[src/rtl/lc3_regfile_ctx.sv]
// lc3_regfile_ctx: bypassed, scoreboarded LC-3 register file with a context save/restore stream engine.
// The save engine latches one register per SAVE_LD and presents it in SAVE_TX; restore writes R[idx] per si beat.
module lc3_regfile_ctx #(
   parameter int DATA_W = 16,
   parameter int NREG   = 8,
   parameter int AW     = $clog2(NREG),
   parameter int BYPASS = 1
) (
   input  logic              clk,
   input  logic              rst,
   input  logic              wr_en_i,
   input  logic [AW-1:0]     wr_addr_i,
   input  logic [DATA_W-1:0] wr_data_i,
   output logic              wr_drop_o,
   input  logic [AW-1:0]     rd0_addr_i,
   input  logic [AW-1:0]     rd1_addr_i,
   output logic [DATA_W-1:0] rd0_data_o,
   output logic [DATA_W-1:0] rd1_data_o,
   output logic              rd0_busy_o,
   output logic              rd1_busy_o,
   input  logic [AW-1:0]     dbg_addr_i,
   output logic [DATA_W-1:0] dbg_data_o,
   input  logic              iss_en_i,
   input  logic [AW-1:0]     iss_addr_i,
   output logic [NREG-1:0]   busy_vec_o,
   input  logic              ctx_save_i,
   input  logic              ctx_restore_i,
   output logic              ctx_busy_o,
   output logic              so_valid_o,
   input  logic              so_ready_i,
   output logic [AW-1:0]     so_addr_o,
   output logic [DATA_W-1:0] so_data_o,
   input  logic              si_valid_i,
   output logic              si_ready_o,
   input  logic [DATA_W-1:0] si_data_i
);
   typedef enum logic [1:0] {IDLE, SAVE_LD, SAVE_TX, RESTORE} state_t;
   localparam bit BP = BYPASS != 0;
   state_t state_q, state_d;
   logic [DATA_W-1:0] r_q [NREG];
   logic [DATA_W-1:0] r_d [NREG];
   logic [NREG-1:0] busy_q, busy_d;
   logic [AW-1:0] idx_q, idx_d, so_addr_q, so_addr_d;
   logic [DATA_W-1:0] so_data_q, so_data_d;
   logic restoring, wr_acc, iss_acc, si_fire, last, bp0, bp1;

   assign restoring  = state_q == RESTORE;
   assign wr_acc     = wr_en_i & ~restoring;
   assign iss_acc    = iss_en_i & ~restoring;
   assign si_fire    = restoring & si_valid_i;
   assign last       = idx_q == AW'(NREG - 1);
   assign wr_drop_o  = wr_en_i & restoring;
   assign bp0        = BP && wr_acc && wr_addr_i == rd0_addr_i;
   assign bp1        = BP && wr_acc && wr_addr_i == rd1_addr_i;
   assign rd0_data_o = bp0 ? wr_data_i : r_q[rd0_addr_i];
   assign rd1_data_o = bp1 ? wr_data_i : r_q[rd1_addr_i];
   assign rd0_busy_o = busy_q[rd0_addr_i] & ~bp0;
   assign rd1_busy_o = busy_q[rd1_addr_i] & ~bp1;
   assign dbg_data_o = r_q[dbg_addr_i];
   assign busy_vec_o = busy_q;
   assign ctx_busy_o = state_q != IDLE;
   assign so_valid_o = state_q == SAVE_TX;
   assign si_ready_o = restoring;
   assign so_addr_o  = so_addr_q;
   assign so_data_o  = so_data_q;

   // Issue is applied last so a same-cycle issue beats the clearing write.
   always_comb begin
      r_d    = r_q;
      busy_d = busy_q;
      if (wr_acc) begin
         r_d[wr_addr_i]    = wr_data_i;
         busy_d[wr_addr_i] = 1'b0;
      end
      if (si_fire) begin
         r_d[idx_q]    = si_data_i;
         busy_d[idx_q] = 1'b0;
      end
      if (iss_acc) busy_d[iss_addr_i] = 1'b1;
   end

   always_comb begin
      state_d   = state_q;
      idx_d     = idx_q;
      so_addr_d = so_addr_q;
      so_data_d = so_data_q;
      case (state_q)
         IDLE: begin
            idx_d   = '0;
            state_d = ctx_save_i ? SAVE_LD : ctx_restore_i ? RESTORE : IDLE;
         end
         SAVE_LD: begin
            so_data_d = (wr_acc && wr_addr_i == idx_q) ? wr_data_i : r_q[idx_q];
            so_addr_d = idx_q;
            state_d   = SAVE_TX;
         end
         SAVE_TX: if (so_ready_i) begin
            state_d = last ? IDLE : SAVE_LD;
            idx_d   = last ? idx_q : idx_q + 1'b1;
         end
         default: if (si_valid_i) begin
            state_d = last ? IDLE : RESTORE;
            idx_d   = last ? idx_q : idx_q + 1'b1;
         end
      endcase
   end

   always_ff @(posedge clk or posedge rst) begin
      if (rst) begin
         state_q   <= IDLE;
         idx_q     <= '0;
         so_addr_q <= '0;
         so_data_q <= '0;
         busy_q    <= '0;
         r_q       <= '{default: '0};
      end else begin
         state_q   <= state_d;
         idx_q     <= idx_d;
         so_addr_q <= so_addr_d;
         so_data_q <= so_data_d;
         busy_q    <= busy_d;
         r_q       <= r_d;
      end
   end
endmodule

[config.mk]
export PLATFORM = sky130hd
export DESIGN_NAME = lc3_regfile_ctx
export DESIGN_NICKNAME = d
export VERILOG_FILES = /design/src/rtl/lc3_regfile_ctx.sv
export SDC_FILE = /design/constraint.sdc
export NUM_CORES = 1
export LEC_CHECK = 0
export CORE_MARGIN = 2
export CORE_UTILIZATION = 45
export DETAILED_ROUTE_END_ITERATION = 8
export PLACE_DENSITY = 0.66
export SYNTH_ARGS = -nofsm -noshare
export SYNTH_HDL_FRONTEND = slang
export SYNTH_SLANG_ARGS = --single-unit
[constraint.sdc]
create_clock -name clk -period 8.3 [get_ports clk]
set_input_delay 2.075 -clock clk [delete_from_list [all_inputs] [get_ports clk]]
set_output_delay 2.075 -clock clk [all_outputs]
set_load 0.01 [all_outputs]
==> summary.txt <==
Logic synthesis
  • Share of the synthesized area in the top cell type: 0.3407
  • Synthesized flop and latch total: 160
  • Top cells by area, synth: dfrtp_1 34%, mux4_2 25%, nand2_1 7.9%, a31oi_1 6.1%, nor2_1 5.9%
  • Mean Syn Cell Area: 9.712 um^2
  • Syn_nets: 1,267
  • Post-Syn Area: 0.01175 mm^2
  • Synth Flop Type: dfrtp_1
  • Unique masters post-synth: 39
  • Post-synth EDFFs: 0
  • Synth Warn #: 0
  • Mapped Cells: 1,210
  • Cell taking the most area after synthesis: dfrtp_1
  • FFs w/ async S/R, synth: 1.000
  • Seq/Total Area, Yosys: 0.3407

Setup path
  • Critical path class: input pin to output pin
  • FF-to-FF path depth: 3
  • Nature of the critical path endpoint: output pin
  • Critical path data required time: 6.23 ns
  • Crit Reg-Reg Startpoint: state_q[1]
  • Flop2flop setup slack: 5.27 ns
  • R2R Path End: busy_vec_o[2]
  • CP startpoint kind: input pin
  • Data arrival, critical path: 4.51 ns
  • Crit Path Max Fanout: 22

Finish
  • Most frequent cells in the layout: 248 x nand2_1, 185 x nor2_1, 158 x dfrtp_1
  • Diode count: 0
  • Ratio of cells with drive above 1 in the final layout: 0.1817
  • Area Growth Syn to Fin: 16.58%
  • Final instance area: 0.01370 mm^2
  • Final net count: 1,304
  • Commonest non-fill, non-tap cell in the layout: nand2_1

Die
  • Die Y: 165.6 um
  • Chip Width: 165.6 um
  • Initial core utilization: 0.4548
  • Core area: 0.02584 mm^2
  • Site Rows: 59
  • Die Area: 0.02742 mm^2
  • I/O pin count: 136

STA
  • Final Cycle Share: 0.7928
  • Final worst-path setup slack: 1.720 ns
  • Tmin final: 6.580 ns
  • Hold Fails Final Rpt: 0
  • Slew HR: 0.08216
  • Max Clock Freq: 152.0 MHz
  • TNS Setup: 0 ns
  • Fin. max-slew vios: 0
  • Final setup violation count: 0
  • Clock skew: 0.007158 ns
  • RSZ-0062 raised after global routing: no
  • Worst Max-Slew Pin Slew: 1.373 ns

Hold path
  • Worst hold-check path type: flip-flop to flip-flop
  • Hold_sp: so_data_o[5]
  • Min-Delay Endpoint: so_data_o[5]
  • Hold path cells: 1

Clock network
  • Clock buffer depth: 2
  • CTS clk-pin slew, worst paths: 0.06 ns
  • TritonCTS clock tree: built
  • Post-CTS Hold Fix Bufs: 0
  • Post-CTS sizing: 0
  • Root buffer cell: clkbuf_16
  • Total CTS buffers: 17
  • Setup bufs post-CTS: 0
  • Clock Latency Late Sink: 0.43 ns
  • Clock Sink Count: 160
  • Htree depth: 4

Job
  • Max-Cap Viols: 0

GRT
  • Largest net degree at the start of global routing: 108
  • Number of global-route vias before repair: 10,330
  • GRT Util Overall: 0.3003
  • Initial antenna violation count: 1
  • First-pass GRT wire length: 62,560 um
  • Grt ovf: 0

Detailed routing
  • Drt pass-1 iters: 6
  • Iter 0 DRT Violations: 1,462
  • Vias per cell: 6.633
  • DRC viols: 0
  • Final wirelength: 41,370 um
  • Total number of vias: 10,579
  • Antenna viol nets, final: 0
  • Routed WL per cell: 25.94 um

Power and ir drop
  • Worst vdd ir: 0.1719 mV
  • Power per cell area: 372.4 mW/mm^2
  • Tot Pwr: 5.101 mW
  • Pleak: 5.546 nW

Placement
  • I/O Buffers: 135
  • Placed cell areas: 0.01310 mm^2
  • Pre-CTS setup slack: 1.697 ns
  • Final HPWL DP: 24,950 um
  • GP Congestion: 0.8573

Status
  • Outcome: completed
registers in the layout, summed over array words and instances (netlist names):
register and cells:
busy_vec_o 8, state_q 2, so_data_o 16, r_q 128
idx_q 3, so_addr_o 3
report_power, final:
group | internal, mW | total, mW | leakage, nW | switching, mW
clock | 0.486 | 0.816 | 0.289 | 0.329
sequential | 1.18 | 1.74 | 1.92 | 0.561
combinational | 1.49 | 2.55 | 3.34 | 1.06
cell usage after synthesis (3+ instances only):
cell and number:
nor2b_1 9, a221o_1 16, a21oi_1 65, and3_1 4, nor3_2 6, buf_2 34
clkbuf_1 82, buf_6 3, buf_1 6, mux2_2 22, xnor2_1 6, nand2_1 248
clkbuf_2 11, nand2b_1 9, xor2_1 3, nand3_1 8, dfrtp_1 160, mux4_2 132
a31oi_1 114, mux2i_1 50, inv_1 7, nor2_1 186, a32o_1 8
layout make-up:
| cell class | instances | area (um^2) |
|---|---|---|
| Clock buffer | 21 | 460.4 |
| Clock inverter | 11 | 137.6 |
| Fill cell | 2312 | 12140 |
| Inverter | 8 | 35.03 |
| Multi-Input combinational cell | 904 | 7157 |
| Sequential cell | 160 | 4006 |
| Tap cell | 335 | 419.2 |
| Timing Repair Buffer | 156 | 1484 |
worst max-delay path by stage:
stage	from	endpoint	slack, ns	depth (start not counted)
2_1_floorplan	rst	busy_vec_o[0]	1.91	1
3_3_place_gp	wr_en_i	rd0_data_o[15]	1.74	6
3_5_place_dp	rd0_addr_i[0]	rd0_data_o[1]	1.70	6
4_1_cts	rd0_addr_i[0]	rd0_data_o[1]	1.70	6
5_1_grt	rd0_addr_i[0]	rd0_data_o[1]	1.59	6
6_report	rd0_addr_i[0]	rd0_data_o[1]	1.72	6
critical path, cell delays in order:
cell and delay, ns:
buf_2 0.64, buf_4 0.45, mux4_2 0.55, mux2i_1 0.19
a21oi_1 0.10, clkdlybuf4s50_1 0.49
metal layers:
| metal | GRT usage | share of wire | vias to the layer above |
|---|---|---|---|
| met3 | 0.06858 | 0.097 | 147 |
| met2 | 0.4783 | 0.47 | 736 |
| met4 | 0.1512 | 0.048 | 2 |
| met1 | 0.3880 | 0.38 | 5213 |
| li1 | - | - | 4481 |
| met5 | 0 | 0.00029 | - |
per-stage QoR:
stage | hold WS [ns] | utilization | std cells
global route | 0.5355 | 0.5302 | 1595
detailed placement | 0.5030 | 0.5071 | 1563
floorplan | 0.5283 | - | 1210
finish | 0.5175 | 0.5302 | 1595
global placement | 0.4994 | 0.5071 | 1563
CTS | 0.5171 | 0.5302 | 1595
cell families after synthesis:
group / share of synthesized area
AO/OA/AOI/OAI: 0.1138
buffers and inverters: 0.05398
XOR/XNOR: 0.006708
AND/OR/NAND/NOR: 0.1660
multiplexers: 0.3167
flip-flops: 0.3407
adder cells (fa/ha/maj): 0.002129
No activity file was read; power rests on OpenSTA's default activity.
